[src/rtl/key_pulse_if.sv]
// Key-pulse bundle between the button front end (master) and the game control FSM (slave).
// Carries the raw buttons, the enable, the one-cycle direction pulses and the debounced key levels.
interface key_pulse_if;
  logic       btn_u;
  logic       btn_d;
  logic       btn_l;
  logic       btn_r;
  logic       en;
  logic       U;
  logic       D;
  logic       L;
  logic       R;
  logic [3:0] held;

  modport master (
    input  btn_u, btn_d, btn_l, btn_r, en,
    output U, D, L, R, held
  );

  modport slave (
    output btn_u, btn_d, btn_l, btn_r, en,
    input  U, D, L, R, held
  );
endinterface

[src/rtl/key_pulse_gen.sv]
// Synchronises and debounces four push-buttons and turns presses (plus optional hold-to-repeat)
// into one-cycle U/D/L/R pulses, one at a time, spaced at least GAP_CYCLES apart.
module key_pulse_gen #(
  parameter int unsigned DB_CYCLES     = 1_000_000,
  parameter int unsigned GAP_CYCLES    = 4,
  parameter bit          REPEAT_EN     = 1'b1,
  parameter int unsigned REPEAT_DELAY  = 25_000_000,
  parameter int unsigned REPEAT_PERIOD = 5_000_000
) (
  input  logic clk,
  input  logic clr,
  key_pulse_if.master kif
);

  localparam int unsigned DW   = $clog2(DB_CYCLES);
  localparam int unsigned GW   = (GAP_CYCLES > 1) ? $clog2(GAP_CYCLES) : 1;
  localparam int unsigned RMAX = (REPEAT_DELAY > REPEAT_PERIOD) ? REPEAT_DELAY : REPEAT_PERIOD;
  localparam int unsigned RW   = (RMAX > 1) ? $clog2(RMAX) : 1;

  typedef enum logic [1:0] {IDLE, DELAY, RPT} rpt_state_t;

  // Key vectors are ordered {u,d,l,r}; bit 3 has the highest priority.
  logic [3:0]    raw;
  logic [3:0]    sync1;
  logic [3:0]    s;
  logic [3:0]    stable;
  logic [3:0]    stable_q;
  logic [3:0]    rise;
  logic [DW-1:0] db_cnt [4];

  logic [3:0]    pending, pending_n;
  logic [3:0]    grant;
  logic [3:0]    pulse;
  logic [GW-1:0] gap_cnt, gap_n;

  rpt_state_t    state, state_n;
  logic [1:0]    key, key_n;
  logic [RW-1:0] rcnt, rcnt_n;
  logic [3:0]    rpt_set;

  function automatic logic [3:0] first_one(input logic [3:0] v);
    if (v[3])      return 4'b1000;
    else if (v[2]) return 4'b0100;
    else if (v[1]) return 4'b0010;
    else if (v[0]) return 4'b0001;
    else           return 4'b0000;
  endfunction

  function automatic logic [1:0] key_idx(input logic [3:0] v);
    if (v[3])      return 2'd3;
    else if (v[2]) return 2'd2;
    else if (v[1]) return 2'd1;
    else           return 2'd0;
  endfunction

  assign raw = {kif.btn_u, kif.btn_d, kif.btn_l, kif.btn_r};

  // NOTE: sequential state uses non-blocking assignments so every flop samples pre-edge values.
  always_ff @(posedge clk or posedge clr) begin
    if (clr) begin
      sync1 <= '0;
      s     <= '0;
    end else begin
      sync1 <= raw;
      s     <= sync1;
    end
  end

  // NOTE: the debounce counters are few and small, so they are reset like ordinary flops.
  always_ff @(posedge clk or posedge clr) begin
    if (clr) begin
      stable   <= '0;
      stable_q <= '0;
      for (int i = 0; i < 4; i++) db_cnt[i] <= '0;
    end else begin
      stable_q <= stable;
      for (int i = 0; i < 4; i++) begin
        if (s[i] == stable[i]) begin
          db_cnt[i] <= '0;
        end else if (db_cnt[i] == DW'(DB_CYCLES - 1)) begin
          stable[i] <= s[i];
          db_cnt[i] <= '0;
        end else begin
          db_cnt[i] <= db_cnt[i] + 1'b1;
        end
      end
    end
  end

  assign rise = stable & ~stable_q;

  // NOTE: every combinational output gets a default first so no latch is inferred.
  always_comb begin
    state_n = state;
    key_n   = key;
    rcnt_n  = rcnt;
    rpt_set = '0;
    if (!REPEAT_EN || !kif.en) begin
      state_n = IDLE;
    end else begin
      case (state)
        IDLE: begin
          if (rise != '0) begin
            state_n = DELAY;
            key_n   = key_idx(rise);
            rcnt_n  = RW'(REPEAT_DELAY - 1);
          end
        end
        DELAY, RPT: begin
          if (rise != '0) begin
            state_n = DELAY;
            key_n   = key_idx(rise);
            rcnt_n  = RW'(REPEAT_DELAY - 1);
          end else if (!stable[key]) begin
            state_n = IDLE;
          end else if (rcnt == '0) begin
            rpt_set[key] = 1'b1;
            rcnt_n       = RW'(REPEAT_PERIOD - 1);
            state_n      = RPT;
          end else begin
            rcnt_n = rcnt - 1'b1;
          end
        end
        default: state_n = IDLE;
      endcase
    end
  end

  // Pending bits are flags, not counters: a repeat or press on an already pending key merges.
  always_comb begin
    grant     = (gap_cnt == '0 && kif.en) ? first_one(pending) : 4'b0000;
    pending_n = kif.en ? ((pending & ~grant) | rise | rpt_set) : 4'b0000;
    if (grant != '0)        gap_n = GW'(GAP_CYCLES - 1);
    else if (gap_cnt != '0) gap_n = gap_cnt - 1'b1;
    else                    gap_n = '0;
  end

  always_ff @(posedge clk or posedge clr) begin
    if (clr) begin
      state   <= IDLE;
      key     <= '0;
      rcnt    <= '0;
      pending <= '0;
      gap_cnt <= '0;
      pulse   <= '0;
    end else begin
      state   <= state_n;
      key     <= key_n;
      rcnt    <= rcnt_n;
      pending <= pending_n;
      gap_cnt <= gap_n;
      pulse   <= grant;
    end
  end

  assign kif.U    = pulse[3];
  assign kif.D    = pulse[2];
  assign kif.L    = pulse[1];
  assign kif.R    = pulse[0];
  assign kif.held = stable;

endmodule

[src/flat_wrapper.sv]
// flat-port wrapper written by rule: the top's interface ports become plain ports
module key_pulse_gen_flat 
#(
  parameter int unsigned DB_CYCLES     = 1_000_000,
  parameter int unsigned GAP_CYCLES    = 4,
  parameter bit          REPEAT_EN     = 1'b1,
  parameter int unsigned REPEAT_DELAY  = 25_000_000,
  parameter int unsigned REPEAT_PERIOD = 5_000_000
)
  (clk, clr, kif_btn_u, kif_btn_d, kif_btn_l, kif_btn_r, kif_en, kif_U, kif_D, kif_L, kif_R, kif_held);
  key_pulse_if kif_i ();
  input  logic clk;
  input  logic clr;
  input wire logic [$bits(kif_i.btn_u)-1:0] kif_btn_u;
  input wire logic [$bits(kif_i.btn_d)-1:0] kif_btn_d;
  input wire logic [$bits(kif_i.btn_l)-1:0] kif_btn_l;
  input wire logic [$bits(kif_i.btn_r)-1:0] kif_btn_r;
  input wire logic [$bits(kif_i.en)-1:0] kif_en;
  output wire logic [$bits(kif_i.U)-1:0] kif_U;
  output wire logic [$bits(kif_i.D)-1:0] kif_D;
  output wire logic [$bits(kif_i.L)-1:0] kif_L;
  output wire logic [$bits(kif_i.R)-1:0] kif_R;
  output wire logic [$bits(kif_i.held)-1:0] kif_held;
  assign kif_i.btn_u = kif_btn_u;
  assign kif_i.btn_d = kif_btn_d;
  assign kif_i.btn_l = kif_btn_l;
  assign kif_i.btn_r = kif_btn_r;
  assign kif_i.en = kif_en;
  assign kif_U = kif_i.U;
  assign kif_D = kif_i.D;
  assign kif_L = kif_i.L;
  assign kif_R = kif_i.R;
  assign kif_held = kif_i.held;
  key_pulse_gen #(.DB_CYCLES(DB_CYCLES), .GAP_CYCLES(GAP_CYCLES), .REPEAT_EN(REPEAT_EN), .REPEAT_DELAY(REPEAT_DELAY), .REPEAT_PERIOD(REPEAT_PERIOD)) u_core (.clk(clk), .clr(clr), .kif(kif_i));
endmodule
[config.mk]
export PLATFORM = sky130hd
export DESIGN_NAME = key_pulse_gen_flat
export DESIGN_NICKNAME = d
export VERILOG_FILES = /design/src/rtl/key_pulse_if.sv /design/src/rtl/key_pulse_gen.sv /design/src/flat_wrapper.sv
export SDC_FILE = /design/constraint.sdc
export NUM_CORES = 1
export LEC_CHECK = 0
export ABC_AREA = 1
export ABC_CLOCK_PERIOD_IN_PS = 4110
export CAP_MARGIN = 20
export CORE_MARGIN = 1
export CORE_UTILIZATION = 55
export DETAILED_ROUTE_END_ITERATION = 8
export MAX_ROUTING_LAYER = met4
export PLACE_DENSITY = 0.72
export SYNTH_ARGS = -nofsm -noshare
export SYNTH_HDL_FRONTEND = slang
export SYNTH_SLANG_ARGS = --single-unit
[constraint.sdc]
create_clock -name clk -period 4.11 [get_ports clk]
set_input_delay 0.6165 -clock clk [delete_from_list [all_inputs] [get_ports clk]]
set_output_delay 0.6165 -clock clk [all_outputs]
set_load 0.005 [all_outputs]
==> impl_metrics.json <==
{
  "crit_path_end_kind": "primary output",
  "critPathArrivalTime_ps": 1460,
  "slew_violations": 0,
  "cellPowerDensity_nw_per_um2": 405,
  "tightest_slew_ps": 697,
  "grt_pass1_wl_mm": 26.3,
  "cp_max_fo": 6,
  "yosysSeqAreaShare_pct": 46.0,
  "wl_met2_mm": 7.02,
  "synth-simple-area-share_pct": 35.2,
  "setup-violations-final": 0,
  "grt_pass1_vias": 5558,
  "synth_cell_types": 41,
  "drt_wl_total_mm": 15.0,
  "grt_max_degree": 136,
  "cts_root_buf": "clkbuf_16",
  "area_delta_synth_final_pct": 13.8,
  "synth-adder-area-share_pct": 1.19,
  "coreArea_um2": 12800,
  "cts.sinks": 135,
  "cts_tree": "done",
  "vdd_drop_max_uv": 291,
  "slew_headroom_pct": 53.5,
  "ios": 15,
  "die_h_um": 118,
  "cp-start-kind": "flop",
  "skew_ps": 4.15,
  "wirelength_met1_mm": 7.21,
  "worst-setup-path-type": "flop to primary output",
  "postCtsResizedCells": 0,
  "clk_pin_slew_ps": 60,
  "slowest_delay_ps": 560,
  "port_buffers": 14,
  "min_period_ps": 2080,
  "setup_tns_ps": 0,
  "drv_cap": 0,
  "syn_nets": 945,
  "clock_path_buffers": 2,
  "gp_congestion": 0.876,
  "wl_met3_um": 682,
  "synthFlopType": "dfrtp_1",
  "fmax_mhz": 480,
  "dieWidth_um": 118,
  "syn-cell-area_um2": 7350,
  "viasPerCell": 5.25,
  "hold_viol_final": 0,
  "final_nets": 972,
  "drt_first_iter_violations": 530,
  "std_cell_rows": 41,
  "overflow": 0,
  "cts_setup_buffers": 0,
  "hpwl_mm": 10.4,
  "synth_top_family_by_area": "simple AND/OR/NAND/NOR gates",
  "async_flop_share_pct": 100,
  "p_leak_nw": 3.74,
  "outcome": "completed",
  "synth_compound_area_share_pct": 4.65,
  "track_usage_pct": 24.3,
  "hp-class": "flop to flop",
  "top_layer": "met4",
  "ant_nets": 0,
  "slowest_stage": "clkdlybuf4s50_1",
  "fill_cells": 1074,
  "critPathRequiredTime_ps": 3490,
  "drc_errors": 0,
  "worstPathCellList": "clkdlybuf4s50_1",
  "clock_latency_ps": 420,
  "synth-edff-count": 0,
  "total_power_mw": 3.39,
  "first_pass_iters": 8,
  "wl_per_cell_um": 13.1,
  "dieArea_um2": 13800,
  "htree_levels": 4,
  "drive_gt1_share_pct": 8.96,
  "synth-xor-area-share_pct": 5.72,
  "syn_area_per_cell_um2": 7.89,
  "antenna_found_initial": 0,
  "cp_num_buf_inv": 1,
  "regArea_um2": 3380,
  "rsz0062_at_grt": "false",
  "netlist_instances": 931,
  "ys_warn_count": 0,
  "multiInputGateArea_um2": 3440,
  "muxShareOfSynthArea_pct": 0,
  "initial_core_util_pct": 57.3,
  "cp_top_family": "buffers and inverters",
  "numCtsBuffers": 17,
  "num_vias": 6003,
  "hold_buffers": 0,
  "num_antenna_cells": 0,
  "synth.ff_latch_count": 135,
  "fin_crit_sh_pct": 50.6
}
[cells in the final DEF (no fill, tap or decap), types with 3 or more instances in the layout]
cell             netlist  routed
inv_1                121     120
dfrtp_1              135     135
a21oi_1               25      25
nor2_1               174     174
nand3b_1               3       3
nor2_2                 8       8
xnor2_1               10      10
clkdlybuf4s50_1        0      14
xor2_1                38      38
nand3_1               71      71
nor3_1                36      36
nand2_4                6       6
bufinv_16              0       6
o21ai_0               18      18
o21ai_1               10      10
nand4_1               24      24
ha_1                   7       7
and3_1                 3       3
clkbuf_16              0      17
inv_2                  3       3
a31oi_1                5       5
nor4_1                10      10
nand3_2                6       6
nor2_4                 5       5
nand2_2                8       8
clkinvlp_4             0       4
nand2_1              170     170
nor3b_1                4       4
clkbuf_8               0       3
nor3_2                 7       7
[per-layer routing]
| metal | vias to the layer above | global-route usage [%] |
|---|---|---|
| met5 | - | - |
| met1 | 2800 | 32.6 |
| met3 | 10 | 5.52 |
| met4 | 0 | 6.97 |
| met2 | 147 | 37.1 |
| li1 | 3046 | - |
[final timing paths]
| path | start | to | slack, ps | depth (start not counted) |
|---|---|---|---|---|
| worst min-delay path | u_core.sync1[3] | u_core.s[3] | 350 | 0 |
| worst min register to register | u_core.sync1[3] | u_core.s[3] | 350 | 0 |
| max in group asynchronous | clr | u_core.db_cnt[9] | 2840 | 3 |
| worst max-delay path | u_core.kif.held[2] | kif_held[2] | 2030 | 1 |
| min in group asynchronous | clr | u_core.db_cnt[65] | 760 | 3 |
| worst max register to register | u_core.rcnt[0] | u_core.rcnt[12] | 2100 | 11 |
[flip-flops by register name, indices dropped and copies added (netlist names)]
| register | cells |
|---|---|
| u_core.key | 2 |
| u_core.stable_q | 4 |
| u_core.rcnt | 25 |
| u_core.state | 2 |
| u_core.pulse | 4 |
| u_core.pending | 4 |
| u_core.kif.held | 4 |
| u_core.db_cnt | 80 |
| u_core.gap_cnt | 2 |
| u_core.s | 4 |
| u_core.sync1 | 4 |
[layout make-up]
cell class / count / area share, %
Inverter: 127 / 5.80
Timing Repair Buffer: 15 / 1.91
Tap cell: 172 / 2.57
Clock inverter: 12 / 2.65
Sequential cell: 135 / 40.4
Multi-Input combinational cell: 662 / 41.1
Clock buffer: 20 / 5.58
[synth_stat cells (6+ instances only)]
library cell    n  area [um2]
a21oi_1        25         125
dfrtp_1       135        3380
ha_1            7        87.6
inv_1         121         454
nand2_1       170         638
nand2_2         8        50.1
nand2_4         6        67.6
nand3_1        71         355
nand3_2         6        60.1
nand4_1        24         150
nor2_1        174         653
nor2_2          8        50.1
nor3_1         36         180
nor3_2          7        70.1
nor4_1         10        62.6
o21ai_0        18        90.1
o21ai_1        10        50.1
xnor2_1        10        87.6
xor2_1         38         333
[cell families (layout without fill, tap and decap cells)]
| family | after synthesis | in the layout |
|---|---|---|
| and+or+nand+nor | 543 | 543 |
| buffers and inverters | 134 | 174 |
| xor gates and xnor gates | 48 | 48 |
| AOI/OAI and AO/OA | 64 | 64 |
| adders and majority gates | 7 | 7 |
| DFF | 135 | 135 |
[where the power goes]
group	internal (mW)	switching, mW	leakage, nW
Sequential	1.38	0.0455	1.77
Combinational	0.0686	0.148	1.64
Clock	1.18	0.565	0.328
Total	2.63	0.759	3.74
[stage by stage]
stage	hold WS [ps]	utilization [%]	setup slack [ps]	cells	instance area [um2]
after floorplan	331	-	1810	931	7350
after global placement	331	59.9	1720	1111	7680
after detailed placement	338	59.9	1680	1111	7680
after CTS	350	65.2	2000	1143	8370
after global routing	360	65.2	1930	1143	8370
final	347	65.2	2030	1143	8370
Power figures use the tool's default switching activity.
